==> config.mk <==
export PLATFORM = sky130hd
export DESIGN_NAME = alu_seq
export DESIGN_NICKNAME = d
export VERILOG_FILES = /design/src/rtl/alu_seq.sv
export SDC_FILE = /design/constraint.sdc
export NUM_CORES = 1
export LEC_CHECK = 0
export CORE_UTILIZATION = 55
export DETAILED_ROUTE_END_ITERATION = 10
export HOLD_SLACK_MARGIN = 0.1
export PLACE_DENSITY = 0.8
export SYNTH_ARGS = -nofsm -noshare
export SYNTH_HDL_FRONTEND = slang
export SYNTH_SLANG_ARGS = --single-unit
==> constraint.sdc <==
create_clock -name clk -period 5.73 [get_ports clk]
set_input_delay 1.719 -clock clk [delete_from_list [all_inputs] [get_ports clk]]
set_output_delay 1.719 -clock clk [all_outputs]
set_load 0.005 [all_outputs]
==> src/rtl/alu_seq.sv <==
// alu_seq: registered ALU with a start/done handshake and status flags.
//
// Ops (selectOp): 0 clr, 1 pass, 2 add, 3 sub, 4 mul, 5 inc, 6 dec, 7 illegal.
// Single-cycle ops complete one cycle after start is sampled. With
// FAST_MUL=0, mul runs as a shift-add over WIDTH cycles (busy high) and
// completes WIDTH+1 cycles after start. With FAST_MUL=1, mul is single-cycle.
//
// Ports:
//   clk       clock, rising edge
//   rstN      asynchronous active-low reset
//   start     operation request, sampled when busy=0
//   selectOp  operation select
//   a, b      operands (accumulator, data bus)
//   dataOut   registered result, held until the next completion
//   done      one-cycle completion pulse
//   busy      high while an iterative multiply is running
//   zero      result written at completion is zero
//   carry     carry/borrow/overflow of the last completed op
//   err       one-cycle pulse with done for the illegal op
module alu_seq #(
    parameter int WIDTH    = 12,
    parameter bit FAST_MUL = 1'b0
) (
    input  logic             clk,
    input  logic             rstN,
    input  logic             start,
    input  logic [2:0]       selectOp,
    input  logic [WIDTH-1:0] a,
    input  logic [WIDTH-1:0] b,
    output logic [WIDTH-1:0] dataOut,
    output logic             done,
    output logic             busy,
    output logic             zero,
    output logic             carry,
    output logic             err
);

    localparam int CW = (WIDTH > 2) ? $clog2(WIDTH) : 1;
    localparam logic [CW-1:0] CNT_LAST = CW'(WIDTH - 1);

    typedef enum logic {S_IDLE, S_MUL} state_t;

    state_t               r_state;
    state_t               w_state_nxt;
    logic [2*WIDTH-1:0]   r_acc;
    logic [2*WIDTH-1:0]   r_mcand;
    logic [WIDTH-1:0]     r_mplier;
    logic [CW-1:0]        r_cnt;

    logic                 w_accept;
    logic                 w_mul_start;
    logic                 w_mul_last;
    logic [2*WIDTH-1:0]   w_acc_nxt;
    logic [2*WIDTH-1:0]   w_prod;
    logic [WIDTH:0]       w_sum;
    logic                 w_cmp;
    logic [WIDTH-1:0]     w_res;
    logic                 w_carry;
    logic                 w_err;

    // start is only honoured in IDLE; a request during MUL is dropped.
    assign w_accept    = (r_state == S_IDLE) && start;
    assign w_mul_start = w_accept && (selectOp == 3'd4) && (FAST_MUL == 1'b0);
    assign w_mul_last  = (r_state == S_MUL) && (r_cnt == CNT_LAST);

    // One partial product per cycle; the final iteration's sum is written
    // straight to dataOut so completion lands one cycle after the last bit.
    assign w_acc_nxt = r_acc + (r_mplier[0] ? r_mcand : '0);
    assign w_prod    = {{WIDTH{1'b0}}, a} * {{WIDTH{1'b0}}, b};
    assign w_sum     = {1'b0, a} + {1'b0, b};

    // State register
    always_ff @(posedge clk or negedge rstN) begin
        if (!rstN) begin
            r_state <= S_IDLE;
        end else begin
            r_state <= w_state_nxt;
        end
    end

    // Next-state logic
    always_comb begin
        w_state_nxt = r_state;
        case (r_state)
            S_IDLE:  if (w_mul_start) w_state_nxt = S_MUL;
            S_MUL:   if (w_mul_last)  w_state_nxt = S_IDLE;
            default: w_state_nxt = S_IDLE;
        endcase
    end

    // Output logic: busy plus the completion values to be registered
    always_comb begin
        busy    = (r_state == S_MUL);
        w_cmp   = 1'b0;
        w_res   = dataOut;
        w_carry = 1'b0;
        w_err   = 1'b0;
        if (w_mul_last) begin
            w_cmp   = 1'b1;
            w_res   = w_acc_nxt[WIDTH-1:0];
            w_carry = |w_acc_nxt[2*WIDTH-1:WIDTH];
        end else if (w_accept && !w_mul_start) begin
            w_cmp = 1'b1;
            case (selectOp)
                3'd0: w_res = '0;
                3'd1: w_res = b;
                3'd2: begin
                    w_res   = w_sum[WIDTH-1:0];
                    w_carry = w_sum[WIDTH];
                end
                3'd3: begin
                    w_res   = a - b;
                    w_carry = (a < b);
                end
                3'd4: begin
                    w_res   = w_prod[WIDTH-1:0];
                    w_carry = |w_prod[2*WIDTH-1:WIDTH];
                end
                3'd5: begin
                    w_res   = a + WIDTH'(1);
                    w_carry = &a;
                end
                3'd6: begin
                    w_res   = a - WIDTH'(1);
                    w_carry = (a == '0);
                end
                default: begin
                    // Illegal op: hold the previous result, flag the error.
                    w_res = dataOut;
                    w_err = 1'b1;
                end
            endcase
        end
    end

    // Iterative multiplier datapath
    always_ff @(posedge clk or negedge rstN) begin
        if (!rstN) begin
            r_acc    <= '0;
            r_mcand  <= '0;
            r_mplier <= '0;
            r_cnt    <= '0;
        end else if (w_mul_start) begin
            r_acc    <= '0;
            r_mcand  <= {{WIDTH{1'b0}}, a};
            r_mplier <= b;
            r_cnt    <= '0;
        end else if (r_state == S_MUL) begin
            r_acc    <= w_acc_nxt;
            r_mcand  <= r_mcand << 1;
            r_mplier <= r_mplier >> 1;
            r_cnt    <= r_cnt + CW'(1);
        end
    end

    // Result and flag registers
    always_ff @(posedge clk or negedge rstN) begin
        if (!rstN) begin
            dataOut <= '0;
            done    <= 1'b0;
            err     <= 1'b0;
            carry   <= 1'b0;
            zero    <= 1'b1;
        end else begin
            done <= w_cmp;
            err  <= w_cmp && w_err;
            if (w_cmp) begin
                dataOut <= w_res;
                carry   <= w_carry;
                zero    <= (w_res == '0);
            end
        end
    end

endmodule

==> impl_metrics.yaml <==
timing:
  setup-violations-final: 1
  layout_min_cycle_time_ns: 5.76
  fin_skew_ns: 0.00597
  tightest_slew_ns: 0.983
  fin_crit_sh: 1.00
  rsz0062_at_grt: "yes"
  slew_violations: 0
  finalHoldViolations: 0
  setup_ws_ns: -0.0274
  tns_ns: -0.0274
  relSlewSlack: 0.343
  fmax_mhz: 174
detailed_routing:
  avgRoutedWirePerCell_um: 18.7
  num_vias: 7167
  postRouteWirelength_um: 21400
  first_iter_violations: 816
  drtPass1Iterations: 5
  drc: 0
  postRouteAntennaNets: 0
  post_drt_via_cell_ratio: 6.28
clock_network:
  cts_tree: "yes"
  cts_sinks: 81
  cts_made_buffers: 9
  cts_buffer_depth: 2
  root_buffer: "clkbuf_16"
  holdBufCountCts: 0
  clock_latency_ns: 0.35
  htreeDepth: 3
  clk_pin_slew_ns: 0.06
setup_path:
  crit_path_top_delay_cell: "or4_4"
  start_kind: "input pin"
  crit_chain: "buf_6 > buf_4 > nand2_2 > fa_1 > inv_1 > ha_1 > ha_1 > inv_1 > fa_1 > inv_1 > fa_1 > nand3_2 > a21oi_4 > a2111oi_4 > a31oi_2 > or4_4 > or4_4 > o41ai_2"
  path_class: "in2reg"
  ff2ff_path_depth: 12
  max_stage_delay_ns: 0.56
  cp-end-kind: "register"
  cp.required_ns: 5.99
  r2r_end: "carry"
  rrSetupSlack_ns: 1.41
  worstPathArrival_ns: 6.01
  r2r-start: "r_mplier[0]"
  path_max_fanout: 3
global_routing:
  grt.overflow.total: 0
  grt_pass1_wl_um: 34200
  grt_pass1_vias: 6627
  grt_start_max_net_pins: 55
  grtUsageTotal: 0.315
  antenna_found_initial: 0
power_and_ir_drop:
  p_seq_frac: 0.329
  power_frac_comb: 0.484
  power_density_mw_per_mm2: 344
  p_int_uw: 1700
  power_uw: 2940
  power.share.switching: 0.420
  peakVddDrop_v: 0.000288
  power_leakage_uw: 0.00396
  switching_power_uw: 1230
  power_frac_clock: 0.187
cells_and_area:
  fin_cells: 1141
  diodes: 0
  drive_gt1_frac: 0.112
  fillerInstances: 1062
  nets: 1076
  final_area_sq_mm: 0.00854
  seq_area_sq_mm: 0.00203
  layout_commonest_cell: "nand2_1"
  final_cell_mix: "149 x nand2_1, 79 x dfrtp_1, 66 x o21ai_0, 65 x ha_1, 52 x a21oi_1"
  syn_to_final_growth_pct: 16.6
  multi_input_area_sq_mm: 0.00497
yosys:
  avgSynthCellArea_sq_um: 7.94
  synth_seq_area_share: 0.277
  syn_nets: 1035
  async_reset_ff_frac: 1.00
  synthFlopType: "dfrtp_1"
  ys_seq_elements: 81
  synth_edf_count: 0
  synth_area_sq_mm: 0.00733
  yosysWarningCount: 0
  synth.distinct_cells: 70
  synth_cells: 923
floorplan:
  ios: 47
  die_w_um: 117
  num_rows: 41
  core_region_area_sq_mm: 0.0128
  fp.dieH_um: 117
  dieArea_sq_mm: 0.0138
  start_util: 0.571
placement:
  portBuffers: 46
  dp_hpwl_um: 15700
  place_area_sq_mm: 0.00805
  place_ws_ns: -1.00
  dp.cells: 1115
  routabilityCongestion: 0.985
run:
  max_cap_viol_count: 0
hold_path:
  min-delay-start: "r_mplier[7]"
  hold_path_depth: 2
  min_to: "r_mplier[7]"
  hold_class: "reg2reg"
outcome:
  violations: "setup timing"
  status: "complete, but fails checks"
-- critical path, delay by kind of cell --
kind,cells,cell delay [ns]
buf+inv,5,0.37
compound gates,4,0.65
fa+ha+maj,5,2.11
simple gates,4,1.14
-- power groups by stage --
stage	logic (uW)	clock network (uW)	registers (uW)
after floorplan	891	0	893
after global placement	1240	0	960
after detailed placement	1270	0	968
after CTS	1380	557	960
after global routing	1570	579	995
final	1420	549	968
-- flip-flops by register name, summed over array words and instances, names as in the netlist --
register	flops
r_cnt	4
r_mcand	24
carry	1
r_acc	24
r_mplier	12
err	1
zero	1
dataOut	12
busy	1
done	1
-- cell usage after synthesis (4+ instances only) --
master     number  area share
nand3b_1        5      0.0051
nor2b_1         8      0.0068
nand2b_1       10      0.0085
o21a_1          6      0.0061
or3_1           6      0.0051
o21ai_0        66       0.045
a31oi_1         8      0.0068
inv_1          47       0.024
clkbuf_1       58       0.030
a221o_1         4      0.0055
o31ai_1         4      0.0041
nor3_1         24       0.016
a22oi_1        22       0.023
nand3_1        25       0.017
buf_2           4      0.0027
a21oi_1        53       0.036
or4_1           5      0.0051
nand4_1         5      0.0043
dfrtp_1        80        0.27
nor4_1          7      0.0060
ha_1           70        0.12
nor2_1         46       0.024
o22ai_1        10      0.0085
a21o_1         17       0.017
and2_1         33       0.028
xnor2_1        26       0.031
nand2_1       151       0.077
a221oi_1        6      0.0072
o21bai_1        4      0.0041
fa_1           12       0.033
o221ai_1        5      0.0060
xor2_1          9       0.011
nor3b_1         4      0.0041
a211oi_1       12       0.012
a2bb2oi_1       5      0.0060
and3_1          4      0.0034
o211ai_1        5      0.0051
a31o_2          4      0.0048
-- cell families (layout without fill, tap and decap cells) --
group                      count (synthesis)  in the layout  share of synthesized area
muxes                                      4              4                    0.00563
and+or+nand+nor                          342            342                      0.221
AOI/OAI and AO/OA                        265            265                      0.242
buffers and inverters                    114            160                     0.0601
xor gates and xnor gates                  35             35                     0.0418
DFF                                       81             81                      0.277
adders and majority gates                 82             82                      0.152
-- stage by stage --
step	util	hold slack, ns
CTS	0.661	0.478
finish	0.666	0.476
detailed placement	0.627	0.463
global route	0.666	0.494
floorplan	-	0.446
global placement	0.627	0.462
-- per-layer routing --
metal | global-route usage | routed length [um]
met5 | 0 | 0
met4 | 0.114 | 503
met3 | 0.0540 | 1950
met2 | 0.472 | 9460
met1 | 0.454 | 9460
-- layout make-up --
type / instances / share of cell area
Clock buffer: 10 / 0.0280
Sequential cell: 81 / 0.238
Clock inverter: 6 / 0.00483
Timing Repair Buffer: 95 / 0.101
Multi-Input combinational cell: 728 / 0.582
Inverter: 49 / 0.0215
Tap cell: 172 / 0.0252
-- how the worst max path moves through the flow --
stage          cells after the start  from   end  slack, ns
2_1_floorplan                     17  b[0]  zero      -0.21
3_3_place_gp                      17  a[2]  zero      -0.82
3_5_place_dp                      17  a[2]  zero      -1.00
4_1_cts                           17  a[4]  zero      -0.25
5_1_grt                           17  b[5]  zero      -0.12
6_report                          18  a[2]  zero      -0.03
-- timing repair --
action,CTS,global route
buffers inserted,11,0
endpoints found under the setup margin,1,2
pin swaps,15,13
gates resized for setup,63,23
(Power assumes the default switching activity.)
